--- src/rtl/mmio_master.sv ---
// Initiator for the memory-mapped peripheral bus: one LSU request at a time,
// decoded to a device slot, single-cycle device access, registered response.
module mmio_master #(
  parameter int unsigned          XLEN      = 64,
  parameter int unsigned          NDEV      = 4,
  parameter logic [XLEN-1:0]      MMIO_BASE = XLEN'(64'h0200_0000),
  parameter int unsigned          SLOT_BITS = 12
) (
  input  logic                   clk,
  input  logic                   rstn,
  input  logic                   req_valid,
  output logic                   req_ready,
  input  logic                   req_wr,
  input  logic [XLEN-1:0]        req_addr,
  input  logic [XLEN-1:0]        req_wdata,
  output logic                   rsp_valid,
  input  logic                   rsp_ready,
  output logic [XLEN-1:0]        rsp_rdata,
  output logic                   rsp_error,
  output logic [NDEV-1:0]        dev_cen,
  output logic                   dev_wr,
  output logic [SLOT_BITS-1:0]   dev_addr,
  output logic [XLEN-1:0]        dev_wdata,
  input  logic [NDEV*XLEN-1:0]   dev_rdata,
  input  logic [NDEV-1:0]        dev_error
);

  localparam int unsigned SW = $clog2(NDEV);
  localparam int unsigned AB = $clog2(XLEN / 8);
  localparam logic [XLEN-1:0] WINDOW = XLEN'(NDEV) << SLOT_BITS;

  typedef enum logic [1:0] {
    IDLE,
    ACCESS,
    RESP
  } state_t;

  state_t          state;
  logic [SW-1:0]   slot_q;

  logic [XLEN-1:0] offset;
  logic            in_window;
  logic            misaligned;
  logic            dec_ok;
  logic [SW-1:0]   dec_slot;
  logic [NDEV-1:0] dec_onehot;
  logic [XLEN-1:0] sel_rdata;
  logic            sel_error;

  // Unsigned subtraction folds "below base" into the same compare as "above window".
  always_comb begin
    offset     = req_addr - MMIO_BASE;
    in_window  = offset < WINDOW;
    misaligned = |req_addr[AB-1:0];
    dec_ok     = in_window && !misaligned;
    dec_slot   = req_addr[SLOT_BITS +: SW];
    dec_onehot = NDEV'(1) << dec_slot;
  end

  always_comb begin
    sel_rdata = '0;
    sel_error = 1'b0;
    for (int unsigned i = 0; i < NDEV; i++) begin
      if (slot_q == SW'(i)) begin
        sel_rdata = dev_rdata[i*XLEN +: XLEN];
        sel_error = dev_error[i];
      end
    end
  end

  // dev_* registers double as the request latch; they are only non-zero in ACCESS.
  always_ff @(posedge clk or negedge rstn) begin
    if (!rstn) begin
      state     <= IDLE;
      slot_q    <= '0;
      req_ready <= 1'b1;
      rsp_valid <= 1'b0;
      rsp_rdata <= '0;
      rsp_error <= 1'b0;
      dev_cen   <= '0;
      dev_wr    <= 1'b0;
      dev_addr  <= '0;
      dev_wdata <= '0;
    end else begin
      case (state)
        IDLE: begin
          if (req_valid) begin
            req_ready <= 1'b0;
            if (dec_ok) begin
              state     <= ACCESS;
              slot_q    <= dec_slot;
              dev_cen   <= dec_onehot;
              dev_wr    <= req_wr;
              dev_addr  <= req_addr[SLOT_BITS-1:0];
              dev_wdata <= req_wdata;
            end else begin
              state     <= RESP;
              rsp_valid <= 1'b1;
              rsp_rdata <= '0;
              rsp_error <= 1'b1;
            end
          end
        end
        ACCESS: begin
          state     <= RESP;
          rsp_valid <= 1'b1;
          rsp_rdata <= dev_wr ? '0 : sel_rdata;
          rsp_error <= sel_error;
          dev_cen   <= '0;
          dev_wr    <= 1'b0;
          dev_addr  <= '0;
          dev_wdata <= '0;
        end
        RESP: begin
          if (rsp_ready) begin
            state     <= IDLE;
            rsp_valid <= 1'b0;
            req_ready <= 1'b1;
          end
        end
        default: begin
          state     <= IDLE;
          req_ready <= 1'b1;
          rsp_valid <= 1'b0;
          dev_cen   <= '0;
          dev_wr    <= 1'b0;
          dev_addr  <= '0;
          dev_wdata <= '0;
        end
      endcase
    end
  end

endmodule

--- config.mk ---
export PLATFORM = sky130hd
export DESIGN_NAME = mmio_master
export DESIGN_NICKNAME = d
export VERILOG_FILES = /design/src/rtl/mmio_master.sv
export SDC_FILE = /design/constraint.sdc
export NUM_CORES = 1
export LEC_CHECK = 0
export ABC_AREA = 1
export CORE_AREA = 2 2 208 210
export DETAILED_ROUTE_END_ITERATION = 12
export DIE_AREA = 0 0 210 212
export SLEW_MARGIN = 15
export SYNTH_ARGS = -nofsm -noshare
export SYNTH_HDL_FRONTEND = slang
export SYNTH_SLANG_ARGS = --single-unit
--- constraint.sdc ---
create_clock -name clk -period 5.2 [get_ports clk]
set_input_delay 0.78 -clock clk [delete_from_list [all_inputs] [get_ports clk]]
set_output_delay 0.78 -clock clk [all_outputs]
set_load 0.01 [all_outputs]
==> impl_metrics.env, run 1 <==
export IMPL_fin_crit_ps=3520
export IMPL_vias_per_cell=4.49
export IMPL_insertedDiodeCount=0
export IMPL_drtIter0Drc=657
export IMPL_synth_top_area_share_pct=43.0
export IMPL_die_height_um=212
export IMPL_drt_pre_antenna_iters=5
export IMPL_critical_path_arrival_ps=3850
export IMPL_clk_pin_slew_worst_paths_ps=70
export IMPL_multiInputGateArea_um2=4450
export IMPL_register_area_um2=3810
export IMPL_crit_required_ps=5530
export IMPL_hpwl_um=31200
export IMPL_wl_met2_um=20100
export IMPL_die_w_um=210
export IMPL_power_per_cell_area_nw_per_um2=194
export IMPL_rows=76
export IMPL_power_share_switching_pct=25.8
export IMPL_drc=0
export IMPL_synth_largest_area_cell="dfrtp_1"
export IMPL_wl_um=40800
export IMPL_htreeDepth=4
export IMPL_hp_class="in2async"
export IMPL_setup_violations=0
export IMPL_gp_congestion=0.904
export IMPL_p_clk_share_pct=43.2
export IMPL_area_growth_pct=73.7
export IMPL_synth_edff_count=0
export IMPL_clk_path_buf_depth=2
export IMPL_finalHoldViolCount=0
export IMPL_grt_pass1_wl_um=60600
export IMPL_seq_area_frac_synth_pct=43.3
export IMPL_power_mw=2.96
export IMPL_fmax_mhz=284
export IMPL_syn_area_um2=8780
export IMPL_seq_power_share_pct=40.4
export IMPL_clock_latency_ps=450
export IMPL_slowest_stage="nand3_4"
export IMPL_cts_tree="built"
export IMPL_portBuffers=540
export IMPL_cts_buffers=17
export IMPL_slowest_delay_ps=500
export IMPL_cts_resized=0
export IMPL_total_leakage_power_nw=6.90
export IMPL_worstMarginPinSlew_ps=1080
export IMPL_ios=541
export IMPL_final_cell_count_no_fill=2285
export IMPL_wl_met1_um=16700
export IMPL_grt_use_total_pct=17.9
export IMPL_post_cts_buffers=0
export IMPL_synth_area_per_cell_um2=7.15
export IMPL_start_util_pct=20.7
export IMPL_rsz0062_at_grt="false"
export IMPL_top_layer="met5"
export IMPL_antenna_left=0
export IMPL_slew_violations=0
export IMPL_met3WireLength_um=3160
export IMPL_cp_common_cell="nor2_1"
export IMPL_core_area_um2=42500
export IMPL_max_slew_margin_pct=28.2
export IMPL_antenna_found_initial=3
export IMPL_final_util_pct=35.9
export IMPL_ys_warnings_count=0
export IMPL_nets=2120
export IMPL_tns_ps=0
export IMPL_dieArea_um2=44500
export IMPL_timing_final_crit_share_pct=67.7
export IMPL_grt_pass1_vias=10200
export IMPL_async_reset_ff_share_pct=100
export IMPL_timing_max_cap_violations=0
export IMPL_ys_seq_elements=152
export IMPL_worstSetupPathType="in2reg"
export IMPL_synthesis_nets=1622
export IMPL_synthTopCellsByArea="dfrtp_1, nand2_1, nand3_1"
export IMPL_worstPathMaxFanout=52
export IMPL_cts_sinks=152
export IMPL_skew_ps=12.6
export IMPL_grt_overflow_total=0
export IMPL_start_kind="input port"
export IMPL_num_vias=10300
export IMPL_grt_max_degree=95
export IMPL_critical_path_cell_chain="clkdlybuf4s50_1, inv_1, ha_1, nand3_2, nor2_8, nand2_2, nor2_1, nor2_1, nor2_1, nand2_1, nor2_1, nand3_1, nor2_4, nand3_4, buf_4, nand3_1, nand2_1"
export IMPL_p_sw_mw=0.762
export IMPL_outcome="completed"
export IMPL_synthFlopType="dfrtp_1"
export IMPL_synth_cells=1228
export IMPL_wl_per_cell_um=17.9
export IMPL_end_kind="register"
export IMPL_n_fill_cell=4407
export IMPL_pwr_share_comb_pct=16.4
export IMPL_peakVddDrop_v=0.000228
export IMPL_synth_cell_types=37
export IMPL_root_buffer="clkbuf_16"
export IMPL_postCtsHoldBufs=0
export IMPL_drive_gt1_share_pct=4.60
export IMPL_internal_power_mw=2.19
export IMPL_hold_ws_ps=287
export IMPL_dpl_cell_count=2253
[layout make-up]
class / count / area share (%)
clock buffers: 19 / 2.90
clock inverters: 13 / 0.992
inverters: 57 / 1.40
multi-input cells: 947 / 29.1
flip-flops and latches: 152 / 25.0
well taps: 546 / 4.48
repair buffers: 551 / 36.1
[power by group through the flow]
stage	clock network [mW]	registers (mW)	logic [mW]
finish	1.28	1.19	0.484
global route	1.37	1.19	0.522
CTS	1.33	1.19	0.491
detailed placement	0	1.22	0.487
global placement	0	1.22	0.488
floorplan	0	1.22	0.0973
[flip-flops by register name, summed over array words and instances, names as in the netlist]
name and cells:
dev_wr 1, rsp_valid 1, dev_addr 12, state 2
slot_q 2, dev_wdata 64, rsp_rdata 64, dev_cen 4
req_ready 1, rsp_error 1
[critical path: cells and delay by family]
kind / cells / cell delay [ps]
adders and majority gates: 1 / 200
buffers and inverters: 3 / 980
and+or+nand+nor: 13 / 1880
[worst paths after layout]
kind | end | slack [ps] | from | cells after the start
worst max-delay path | dev_addr[5] | 1680 | req_addr[25] | 17
worst min-delay path | dev_wdata[36] | 290 | rstn | 1
worst max register to register | rsp_error | 1820 | slot_q[1] | 8
worst min register to register | rsp_rdata[38] | 470 | rsp_rdata[38] | 2
max in group asynchronous | rsp_rdata[63] | 3910 | rstn | 2
min in group clk | rsp_rdata[38] | 470 | rsp_rdata[38] | 2
[layout by cell type, fill, tap and decap left out, types with 3 or more instances in the layout]
cell / count
inv_8: 4
nand2_2: 6
inv_1: 52
nand3b_1: 4
nor3_1: 20
nor2_1: 125
o21ai_0: 43
o22ai_1: 3
buf_4: 9
nand3_1: 133
clkdlybuf4s50_1: 539
xnor2_1: 5
nand3_2: 3
clkbuf_16: 17
o211ai_1: 64
dfrtp_1: 149
nor2_4: 7
nand2_1: 471
o31ai_1: 11
or2_2: 4
nand4_1: 3
inv_6: 5
xor2_1: 9
o221ai_1: 16
nor2_2: 7
inv_2: 4
a21oi_1: 3
[synthesized netlist by cell type, types with 9 or more instances]
master    instances
inv_1            53
o211ai_1         64
nor2_1          128
nand2_1         472
o21ai_0          43
dfrtp_1         151
o221ai_1         16
nand3_1         133
o31ai_1          11
xor2_1            9
nor3_1           20
clkbuf_1         53
[metrics by stage]
stage          area [µm²]  setup slack [ps]
2_1_floorplan        8780              2440
3_3_place_gp        14700              1170
3_5_place_dp        14700              1170
4_1_cts             15300              1560
5_1_grt             15300              1370
6_report            15300              1680
[cells by family (layout without fill, tap and decap cells)]
family	count (synthesis)	in the layout	share of synthesized area, %
and+or+nand+nor	786	786	37.3
DFF	152	152	43.3
AOI/OAI and AO/OA	146	146	11.3
buffers and inverters	129	640	6.48
xor gates and xnor gates	14	14	1.40
adders and majority gates	1	1	0.142
[metal layers]
layer | vias to the layer above | GRT usage, %
met5 | - | 0
met3 | 48 | 5.23
li1 | 5035 | -
met4 | 6 | 6.33
met1 | 4765 | 21.4
met2 | 408 | 30.7
Note: power is estimated with default switching activity, not from simulation.
==> run 2: changes to the inputs <==
clock period = 2.8 ns   (was 5.2 ns; I/O delays follow)
==> impl_metrics.env, run 2 (synthesis gave the netlist of run 1 again) <==
export IMPL_cts_buffers=17
export IMPL_p_clk_share_pct=41.9
export IMPL_end_kind="register"
export IMPL_r2r_cells=8
export IMPL_antenna_left=0
export IMPL_worstPathMaxFanout=10
export IMPL_start_kind="input port"
export IMPL_grt_overflow_total=0
export IMPL_timing_final_crit_share_pct=95.8
export IMPL_dp_slack_ps=-327
export IMPL_wl_per_cell_um=18.7
export IMPL_setup_violations=0
export IMPL_fin_crit_ps=2680
export IMPL_power_share_switching_pct=26.4
export IMPL_setup_ws_ps=117
export IMPL_htreeDepth=4
export IMPL_die_w_um=210
export IMPL_multiInputGateArea_um2=4640
export IMPL_grt_pass1_vias=10600
export IMPL_worstMarginPinSlew_ps=1090
export IMPL_cts_sinks=152
export IMPL_peakVddDrop_v=0.000418
export IMPL_start_util_pct=20.7
export IMPL_internal_power_mw=4.14
export IMPL_area_growth_pct=84.7
export IMPL_p_sw_mw=1.48
export IMPL_finalHoldViolCount=0
export IMPL_vias_per_cell=4.54
export IMPL_antenna_found_initial=5
export IMPL_drt_pre_antenna_iters=5
export IMPL_skew_ps=15.6
export IMPL_layout_commonest_cell="clkdlybuf4s50_1"
export IMPL_grt_pass1_wl_um=62200
export IMPL_tns_ps=0
export IMPL_root_buffer="clkbuf_16"
export IMPL_register_area_um2=3810
export IMPL_hpwl_um=32800
export IMPL_dieArea_um2=44500
export IMPL_grt_max_degree=65
export IMPL_drtIter0Drc=529
export IMPL_grt_use_total_pct=18.3
export IMPL_reg_largest_list="dev_wdata (64), rsp_rdata (64), dev_addr (12)"
export IMPL_ios=541
export IMPL_total_leakage_power_nw=7.46
export IMPL_crit_required_ps=3180
export IMPL_die_height_um=212
export IMPL_drive_gt1_share_pct=10.6
export IMPL_fmax_mhz=373
export IMPL_worstSetupPathType="in2reg"
export IMPL_nets=2194
export IMPL_critical_path_arrival_ps=3060
export IMPL_power_per_cell_area_nw_per_um2=346
export IMPL_rows=76
export IMPL_layout_common_cells="clkdlybuf4s50_1, nand2_1, dfrtp_1"
export IMPL_slew_violations=0
export IMPL_hold_ws_ps=469
export IMPL_wl_um=44300
export IMPL_clk_path_buf_depth=2
export IMPL_seq_power_share_pct=39.5
export IMPL_hp_class="in2async"
export IMPL_portBuffers=540
export IMPL_max_slew_margin_pct=27.0
export IMPL_clock_latency_ps=450
export IMPL_outcome="completed"
export IMPL_pwr_share_comb_pct=18.6
export IMPL_n_fill_cell=4398
export IMPL_num_vias=10700
export IMPL_core_area_um2=42500
export IMPL_clk_pin_slew_worst_paths_ps=70
export IMPL_drc=0
export IMPL_timing_max_cap_violations=0
export IMPL_cts_tree="built"
export IMPL_gp_congestion=0.869
run 2: cell types whose count changed in the layout (fill, tap and decap cells not counted), sizes merged:
cell	previous run	this run
buf	12	78
clkbuf	19	25
clkdlybuf4s50	539	527
clkinv	3	2
diode	0	3
dlygate4sd3	0	1
dlymetal6s2s	0	12
inv	65	66
nand2	478	479
run 2: critical path, stage by stage:
cell and delay (ps):
clkdlybuf4s50_1 490, nor2_2 150, nand2_2 120, nor2_4 190
nand2_1 130, nor2_4 160, nand2_1 80, xnor2_1 120
nor2_1 150, nand2_1 120, nor2_4 200, nand3_4 180
nand2_8 220, buf_8 200, nand2_1 60, nand2_1 60
run 2: what timing repair did:
action	4_1_cts	5_1_grt
gates resized for setup	0	70
endpoints found under the setup margin	0	145
setup buffers	0	2
endpoints found under the hold margin	34	0
hold buffers	1	0
run 2: metal layers:
layer  wire, µm  up-vias  track usage, %  share of wire (%)
met3       3080       65            4.86                7.0
met5         27        -               0              0.061
met4       1710        4            8.80                3.9
met1      18400     5052            21.7                 41
met2      21100      422            31.0                 48
li1           -     5181               -                  -
run 2: final timing paths:
check / startpoint / endpoint / slack (ps)
worst max-delay path: req_addr[31] / rsp_rdata[55] / 120
worst min-delay path: rstn / dev_wdata[30] / 470
worst max register to register: slot_q[0] / rsp_error / 400
worst min register to register: rsp_rdata[11] / rsp_rdata[11] / 470
max in group asynchronous: rstn / dev_addr[9] / 1500
min in group clk: rsp_rdata[11] / rsp_rdata[11] / 470
run 2: through the flow:
stage,cell area [µm²],power [mW],cells,utilization [%]
2_1_floorplan,8780,2.45,1228,-
3_3_place_gp,15200,3.21,2314,35.7
3_5_place_dp,15200,3.21,2314,35.7
4_1_cts,15800,5.61,2347,37.1
5_1_grt,16200,5.86,2362,38.2
6_report,16200,5.62,2362,38.2
run 2: final cells by class:
type                       count  share of cell area, %
timing repair buffer         624                   38.7
multi-input combinational    948                   28.6
sequential                   152                   23.5
tap                          546                   4.21
clock buffer                  19                   2.67
inverter                      57                   1.33
clock inverter                13                  0.918
antenna                        3                 0.0463
run 2: power groups by stage:
stage / Combinational [mW] / Clock, mW / Sequential (mW)
after CTS: 0.959 / 2.44 / 2.22
after global routing: 1.12 / 2.52 / 2.22
after global placement: 0.952 / 0 / 2.26
after floorplan: 0.181 / 0 / 2.27
after detailed placement: 0.950 / 0 / 2.26
final: 1.04 / 2.36 / 2.22
==> run 3: changes to the inputs <==
ABC_CLOCK_PERIOD_IN_PS = 2800   (was not set)
CTS_CLUSTER_SIZE = 8   (was not set)
REMOVE_ABC_BUFFERS = 1   (was not set)
==> impl_metrics.env, run 3 (synthesis gave the netlist of run 1 again) <==
export IMPL_outcome="completed"
export IMPL_placed_area_um2=15100
export IMPL_cts_tree="built"
export IMPL_slew_violations=0
export IMPL_crit_required_ps=3120
export IMPL_drc=0
export IMPL_num_vias=10400
export IMPL_start_util_pct=20.7
export IMPL_fin_crit_ps=2700
export IMPL_r2r_cells=7
export IMPL_max_slew_margin_pct=36.9
export IMPL_hp_class="reg2reg"
export IMPL_portBuffers=540
export IMPL_setup_violations=0
export IMPL_final_cell_count_no_fill=2350
export IMPL_core_area_um2=42500
export IMPL_cts_buffers=17
export IMPL_antenna_found_initial=2
export IMPL_clk_path_buf_depth=2
export IMPL_power_per_cell_area_nw_per_um2=348
export IMPL_total_leakage_power_nw=7.31
export IMPL_final_util_pct=37.7
export IMPL_start_kind="input port"
export IMPL_whs_path_depth=2
export IMPL_worstPathMaxFanout=39
export IMPL_timing_reg2reg_setup_slack_ps=640
export IMPL_dpl_cell_count=2307
export IMPL_htreeDepth=4
export IMPL_skew_ps=12.8
export IMPL_critical_path_arrival_ps=3010
export IMPL_rr_endpoint="rsp_error"
export IMPL_timing_final_crit_share_pct=96.3
export IMPL_hpwl_um=33000
export IMPL_grt_overflow_total=0
export IMPL_dieArea_um2=44500
export IMPL_layout_commonest_cell="clkdlybuf4s50_1"
export IMPL_timing_max_cap_violations=0
export IMPL_grt_pass1_vias=10500
export IMPL_reg_largest_list="dev_wdata (64), rsp_rdata (64), dev_addr (12)"
export IMPL_root_buffer="clkbuf_16"
export IMPL_worstSetupPathType="in2reg"
export IMPL_drive_gt1_share_pct=9.37
export IMPL_grt_max_degree=82
export IMPL_cts_sinks=152
export IMPL_drtIter0Drc=574
export IMPL_fmax_mhz=371
export IMPL_area_growth_pct=82.5
export IMPL_clk_pin_slew_worst_paths_ps=60
export IMPL_end_kind="register"
export IMPL_wl_per_cell_um=18.4
export IMPL_tns_ps=0
export IMPL_finalHoldViolCount=0
export IMPL_die_height_um=212
export IMPL_worstMarginPinSlew_ps=947
export IMPL_peakVddDrop_v=0.000310
export IMPL_gp_congestion=0.899
export IMPL_holdPathEnd="rsp_rdata[25]"
export IMPL_wl_um=43200
export IMPL_r2r_start="slot_q[0]"
export IMPL_antenna_left=0
export IMPL_layout_common_cells="clkdlybuf4s50_1, nand2_1, dfrtp_1"
export IMPL_vias_per_cell=4.42
export IMPL_drt_pre_antenna_iters=5
export IMPL_die_w_um=210
export IMPL_design_area_um2=16000
export IMPL_nets=2185
export IMPL_grt_use_total_pct=18.3
export IMPL_rows=76
export IMPL_grt_pass1_wl_um=61100
export IMPL_clock_latency_ps=440
export IMPL_ios=541
export IMPL_hp_start="rsp_rdata[25]"
==> run 3: final cells by class <==
class / count / area (µm²)
Tap cell: 546 / 683
Fill cell: 4417 / 26500
Multi-Input combinational cell: 948 / 4570
Sequential cell: 152 / 3810
Inverter: 57 / 216
Antenna cell: 1 / 2.50
Timing Repair Buffer: 615 / 6160
Clock inverter: 13 / 160
Clock buffer: 18 / 429
==> run 3: how the worst max path moves through the flow <==
stage / startpoint / to / depth (start not counted) / slack (ps)
detailed placement: req_addr[50] / dev_cen[1] / 16 / -350
floorplan: state[0] / rsp_rdata[0] / 6 / -990
finish: req_addr[26] / dev_wdata[34] / 16 / 100
CTS: req_addr[37] / dev_wdata[26] / 16 / 110
global route: req_addr[31] / dev_cen[2] / 18 / -20
global placement: req_addr[37] / dev_cen[3] / 16 / -360
==> run 3: report_power, final <==
| group | switching, mW | internal [mW] |
|---|---|---|
| registers | 0.00822 | 2.21 |
| logic | 0.353 | 0.632 |
| clock network | 1.04 | 1.34 |
| total | 1.40 | 4.18 |
==> run 3: worst max-delay path: stages <==
cell and delay, ps:
clkdlybuf4s50_1 510, inv_1 80, ha_4 170, buf_4 130, xor2_1 130, nor3_1 240
nand2_1 90, nor2_1 100, nand2_1 60, nor2_2 110, nand2_1 100, nor2_4 220
nand3_4 210, buf_12 270, nand3_1 90, nand2_1 70
==> run 3: per-stage QoR <==
stage / setup WS (ps) / hold slack (ps) / total power [mW]
floorplan: -995 / 124 / 2.43
global placement: -360 / 435 / 3.22
detailed placement: -352 / 433 / 3.22
CTS: 110 / 472 / 5.65
global route: -16.2 / 487 / 5.83
finish: 104 / 466 / 5.58
==> run 3: what timing repair did <==
| action | CTS | global route |
|---|---|---|
| hold endpoints to repair | 50 | 0 |
| buffers inserted | 0 | 2 |
| endpoints found under the setup margin | 0 | 148 |
| gates resized for setup | 0 | 47 |
| hold buffers | 1 | 0 |
==> run 3: routing by layer <==
layer  part of all wire (%)  GRT usage, %  up-vias
met5                  0.030             0        -
met4                    3.1          7.51        2
met1                     40          21.6     4780
met2                     51          31.8      401
li1                       -             -     5153
met3                    6.1          4.37       56
==> RTL change 1 (config.mk and constraints of run 2) <==
Re-encode `state_t` (3 states) as one-hot, 3 bits wide.
--- a/src/rtl/mmio_master.sv
+++ b/src/rtl/mmio_master.sv
@@ -31,6 +31,6 @@
 
-  typedef enum logic [1:0] {
-    IDLE,
-    ACCESS,
-    RESP
+  typedef enum logic [2:0] {
+    IDLE   = 3'b001,
+    ACCESS = 3'b010,
+    RESP   = 3'b100
   } state_t;
Formal check against the unedited RTL: same outputs for any inputs over 4 cycles, from zero or initial values and one cycle with rstn low; so few cycles prove little.
==> RTL change 1 against run 2 <==
  * Synthesized area increased by 7.5%
  * Sequential cell count rose by 1
  * Via count grew 6.2%
  * Synthesized cell count is 12% higher
  * Design area up 3.4%
  * Wire length up 3.3%
  * Setup slack better by 29 ps
  * Largest cell class unchanged
  * Highest routed layer unchanged
Power is not compared: it rests on default switching activity, and its combinational part moved more than twofold at a synthesized area within 25%.
==> RTL change 1: results <==
[global_routing]
global_route.usage.met2_pct = 34.1
globalRoute.busiestLayer = met2
groute.layer.met1.usage_pct = 21.2
maximum_number_of_pins_on_one_net_before_global_route_repair = 66
grt_resource_usage_total_pct = 19.6
groute.layer.met3.usage_pct = 5.94
first_pass_grt_wire_length_microns = 65800
first_global_vias = 11400
grt_antenna_before_repair = 16

[synth]
netlist_cell_types = 35
syn_nets = 1773
share_of_the_synthesized_area_in_compound_gates_ao_oa_aoi_oai_pct = 10.3
sequential_area_share_after_synthesis_pct = 40.6
xor_xnor_share_of_the_synthesized_area_pct = 0.278
number_of_instances_in_the_synthesized_netlist = 1379
synth-warning-count = 0
synth_mux_area_share_pct = 0
yosys.area_share.adder_pct = 0.133
synthTopCellsByArea = sky130_fd_sc_hd__dfrtp_1 40%, sky130_fd_sc_hd__nand2_1 24%, sky130_fd_sc_hd__nand3b_1 6.4%
post_synth_most_frequent_cells = 595 x sky130_fd_sc_hd__nand2_1, 151 x sky130_fd_sc_hd__dfrtp_1, 148 x sky130_fd_sc_hd__nor2_1

[setup_path]
register_to_register_setup_slack_ps = 690
crit_arrival_ps = 3040
worst-path-max-fanout = 6
r2r-start = state[0]
worst-r2r-cell-count = 7
r2r_end = dev_wdata[60]

[clocking]
numCtsBuffers = 17
clock_tree.root_cell = sky130_fd_sc_hd__clkbuf_16
clkLatencyLatePin_ps = 450

[detailed_routing]
route.layer.met1.wl_microns = 17200
drt_iter0_markers = 729
detailedRoute.firstPassIterationCount = 7
drt-wirelength-per-cell_microns = 18.1
dr_wl_met2_microns = 23400
detail_route.vias_per_cell = 4.51
dr_wl_met3_microns = 3070
drtAntennaViolNets = 0

[power_and_ir_drop]
vdd.ir_drop.worst_uv = 559
share_seq_of_total_power_pct = 29.1
power.switching_mw = 3.77
p_leak_nw = 7.64

[timing]
final.hold.worst_slack_ps = 460
worst_pin_slew_ps = 577
fin_worst_skew_ps = 13.9

[placement]
gp_routability_congestion = 0.902
dpl_worst_slack_ps = -375
detailed_place_hpwl_microns = 35300
portBuffers = 540
placed_area_sq_um = 15900

[layout]
final_cell_count_no_fill = 2524
num-nets-final = 2344
share_of_cells_above_drive_strength_1_pct = 8.66

[min_path]
worstHoldPathType = input port to async pin

[status]
outcome = complete, no violations
-- RTL change 1: changes by cell type in the layout (fill, tap and decap cells not counted), moves of 12 or more --
| cell | delta |
|---|---|
| sky130_fd_sc_hd__nand2_1 | +126 |
| sky130_fd_sc_hd__nand3b_1 | +77 |
| sky130_fd_sc_hd__nand3_1 | -66 |
| sky130_fd_sc_hd__nor2_1 | +34 |
| sky130_fd_sc_hd__o21ai_0 | +20 |
| sky130_fd_sc_hd__nor3_1 | -15 |
| sky130_fd_sc_hd__o221ai_1 | -15 |
| sky130_fd_sc_hd__o22ai_1 | +13 |
| sky130_fd_sc_hd__diode_2 | +12 |
-- RTL change 1: worst max-delay path: stages --
cell	delay (ps)
sky130_fd_sc_hd__clkdlybuf4s50_1	520
sky130_fd_sc_hd__nor2_1	190
sky130_fd_sc_hd__nand2_1	130
sky130_fd_sc_hd__nor2_1	140
sky130_fd_sc_hd__buf_4	160
sky130_fd_sc_hd__inv_1	50
sky130_fd_sc_hd__nor2_2	140
sky130_fd_sc_hd__nand3_1	90
sky130_fd_sc_hd__nand2_1	80
sky130_fd_sc_hd__nand2_1	50
sky130_fd_sc_hd__inv_1	40
sky130_fd_sc_hd__nand2_1	60
sky130_fd_sc_hd__nor2_2	190
sky130_fd_sc_hd__nand4_4	200
sky130_fd_sc_hd__nand3_4	250
sky130_fd_sc_hd__clkbuf_16	200
sky130_fd_sc_hd__nand2_1	50
sky130_fd_sc_hd__nand2_1	60
-- RTL change 1: worst max path at each step --
stage | slack, ps | endpoint | start | cells past startpoint
6_report | 150 | rsp_rdata[58] | req_addr[39] | 18
5_1_grt | -10 | rsp_rdata[60] | req_addr[39] | 19
4_1_cts | 130 | rsp_rdata[58] | req_addr[25] | 19
3_5_place_dp | -370 | rsp_rdata[45] | req_addr[25] | 19
3_3_place_gp | -360 | rsp_rdata[24] | req_addr[30] | 15
2_1_floorplan | 410 | dev_addr[10] | req_addr[25] | 19
-- RTL change 1: cell families (layout without fill, tap and decap cells) --
family	count (synthesis)	in the layout
other	0	15
DFF	153	153
and+or+nand+nor	928	929
AOI/OAI and AO/OA	154	154
xor gates and xnor gates	3	3
buffers and inverters	140	723
adders and majority gates	1	1
-- RTL change 1: timing repair --
item                       4_1_cts  5_1_grt
hold buffers                     1        0
gates resized for setup          0       36
buffers inserted                 0        3
setup endpoints to repair        0      136
hold endpoints to repair        41        0
-- RTL change 1: layout make-up --
type                       instances  area, sq um
inverter                          62          233
clock inverter                    15          148
antenna                           15         37.5
tap                              546          683
multi-input combinational       1087         5160
clock buffer                      17          425
timing repair buffer             629         6260
fill                            4403        25700
sequential                       153         3830
==> RTL change 2 (config.mk and constraints of run 2) <==
Made on the original files. Change the parameter `XLEN` from 64 to 32.
--- a/src/rtl/mmio_master.sv
+++ b/src/rtl/mmio_master.sv
@@ -3,3 +3,3 @@
 module mmio_master #(
-  parameter int unsigned          XLEN      = 64,
+  parameter int unsigned          XLEN      = 32,
   parameter int unsigned          NDEV      = 4,
Ports: changed (5 resized); port bits go from 541 to 285. The function was not compared with the original's and may differ.
==> RTL change 2 against run 2 <==
  * Clock power is 45% lower
  * Power is 46% lower
  * Setup slack better by 410 ps
  * Design area is 48% lower
  * Sequential cell count is 64 lower
  * Wire length is 51% lower
  * Synthesized area is 47% lower
  * Via count is 51% lower
  * Critical endpoint is now rsp_rdata[25]
  * Largest power group is now sequential cells
==> RTL change 2: results <==
[setup_path]
r2r_end = rsp_rdata[25]
worst-r2r-cell-count = 6
worstSetupStartpoint = slot_q[0]

[layout]
fillers = 4762
num-nets-final = 1072

[global_routing]
grt_resource_usage_total_pct = 9.80
groute.layer.met1.usage_pct = 11.0
maximum_number_of_pins_on_one_net_before_global_route_repair = 54
grt_antenna_before_repair = 4
groute.layer.met3.usage_pct = 4.15

[synth]
sequential_area_share_after_synthesis_pct = 47.6
post_synth_most_frequent_cells = 160 x sky130_fd_sc_hd__nand2_1, 93 x sky130_fd_sc_hd__nor2_1, 87 x sky130_fd_sc_hd__dfrtp_1
netlist_cell_types = 29
post-synth-top-area-fraction_pct = 47.0
share_of_the_synthesized_area_in_compound_gates_ao_oa_aoi_oai_pct = 11.8

[placement]
dpl_worst_slack_ps = 309
gp_routability_congestion = 0.724

[clocking]
numCtsBuffers = 9
clkLatencyLatePin_ps = 370

[status]
outcome = complete, no violations

[timing]
achievable-frequency_mhz = 439
final.hold.worst_slack_ps = 54.3

[detailed_routing]
drt_iter0_markers = 182
route.layer.met1.wl_microns = 9190
dr_wl_met3_microns = 2100
drt-wirelength-per-cell_microns = 15.4
RTL change 2: cell types whose count changed after synthesis, moves of 38 or more:
| cell | run 2 | this run |
|---|---|---|
| sky130_fd_sc_hd__clkbuf_1 | 53 | 13 |
| sky130_fd_sc_hd__o211ai_1 | 64 | 18 |
| sky130_fd_sc_hd__nand2_1 | 472 | 160 |
| sky130_fd_sc_hd__inv_1 | 53 | 15 |
| sky130_fd_sc_hd__nand3_1 | 133 | 85 |
| sky130_fd_sc_hd__dfrtp_1 | 151 | 87 |
RTL change 2: worst min path at each step:
stage / start / to
4_1_cts: rstn / rsp_rdata[29]
3_3_place_gp: rstn / rsp_rdata[26]
2_1_floorplan: rstn / dev_addr[0]
6_report: rstn / rsp_rdata[1]
3_5_place_dp: rstn / rsp_rdata[22]
5_1_grt: rstn / rsp_rdata[22]
RTL change 2: power groups by stage:
stage	logic [mW]	registers (mW)	clock network [mW]
6_report	0.455	1.30	1.30
5_1_grt	0.497	1.30	1.42
4_1_cts	0.468	1.30	1.37
3_5_place_dp	0.465	1.32	0
3_3_place_gp	0.463	1.32	0
2_1_floorplan	0.0778	1.33	0
RTL change 2: layout make-up:
cell class | count | area [sq um] | share of cell area [%]
timing repair buffer | 296 | 2970 | 35.5
sequential | 88 | 2200 | 26.4
multi-input combinational | 453 | 2100 | 25.2
inverter | 22 | 83.8 | 1.00
tap | 546 | 683 | 8.17
clock inverter | 7 | 81.3 | 0.973
antenna | 3 | 7.51 | 0.0898
clock buffer | 9 | 225 | 2.70
RTL change 2: kinds of logic after synthesis:
kind of cell               after synthesis
AOI/OAI and AO/OA                       94
adders and majority gates                1
and+or+nand+nor                        358
buffers and inverters                   61
DFF                                     88
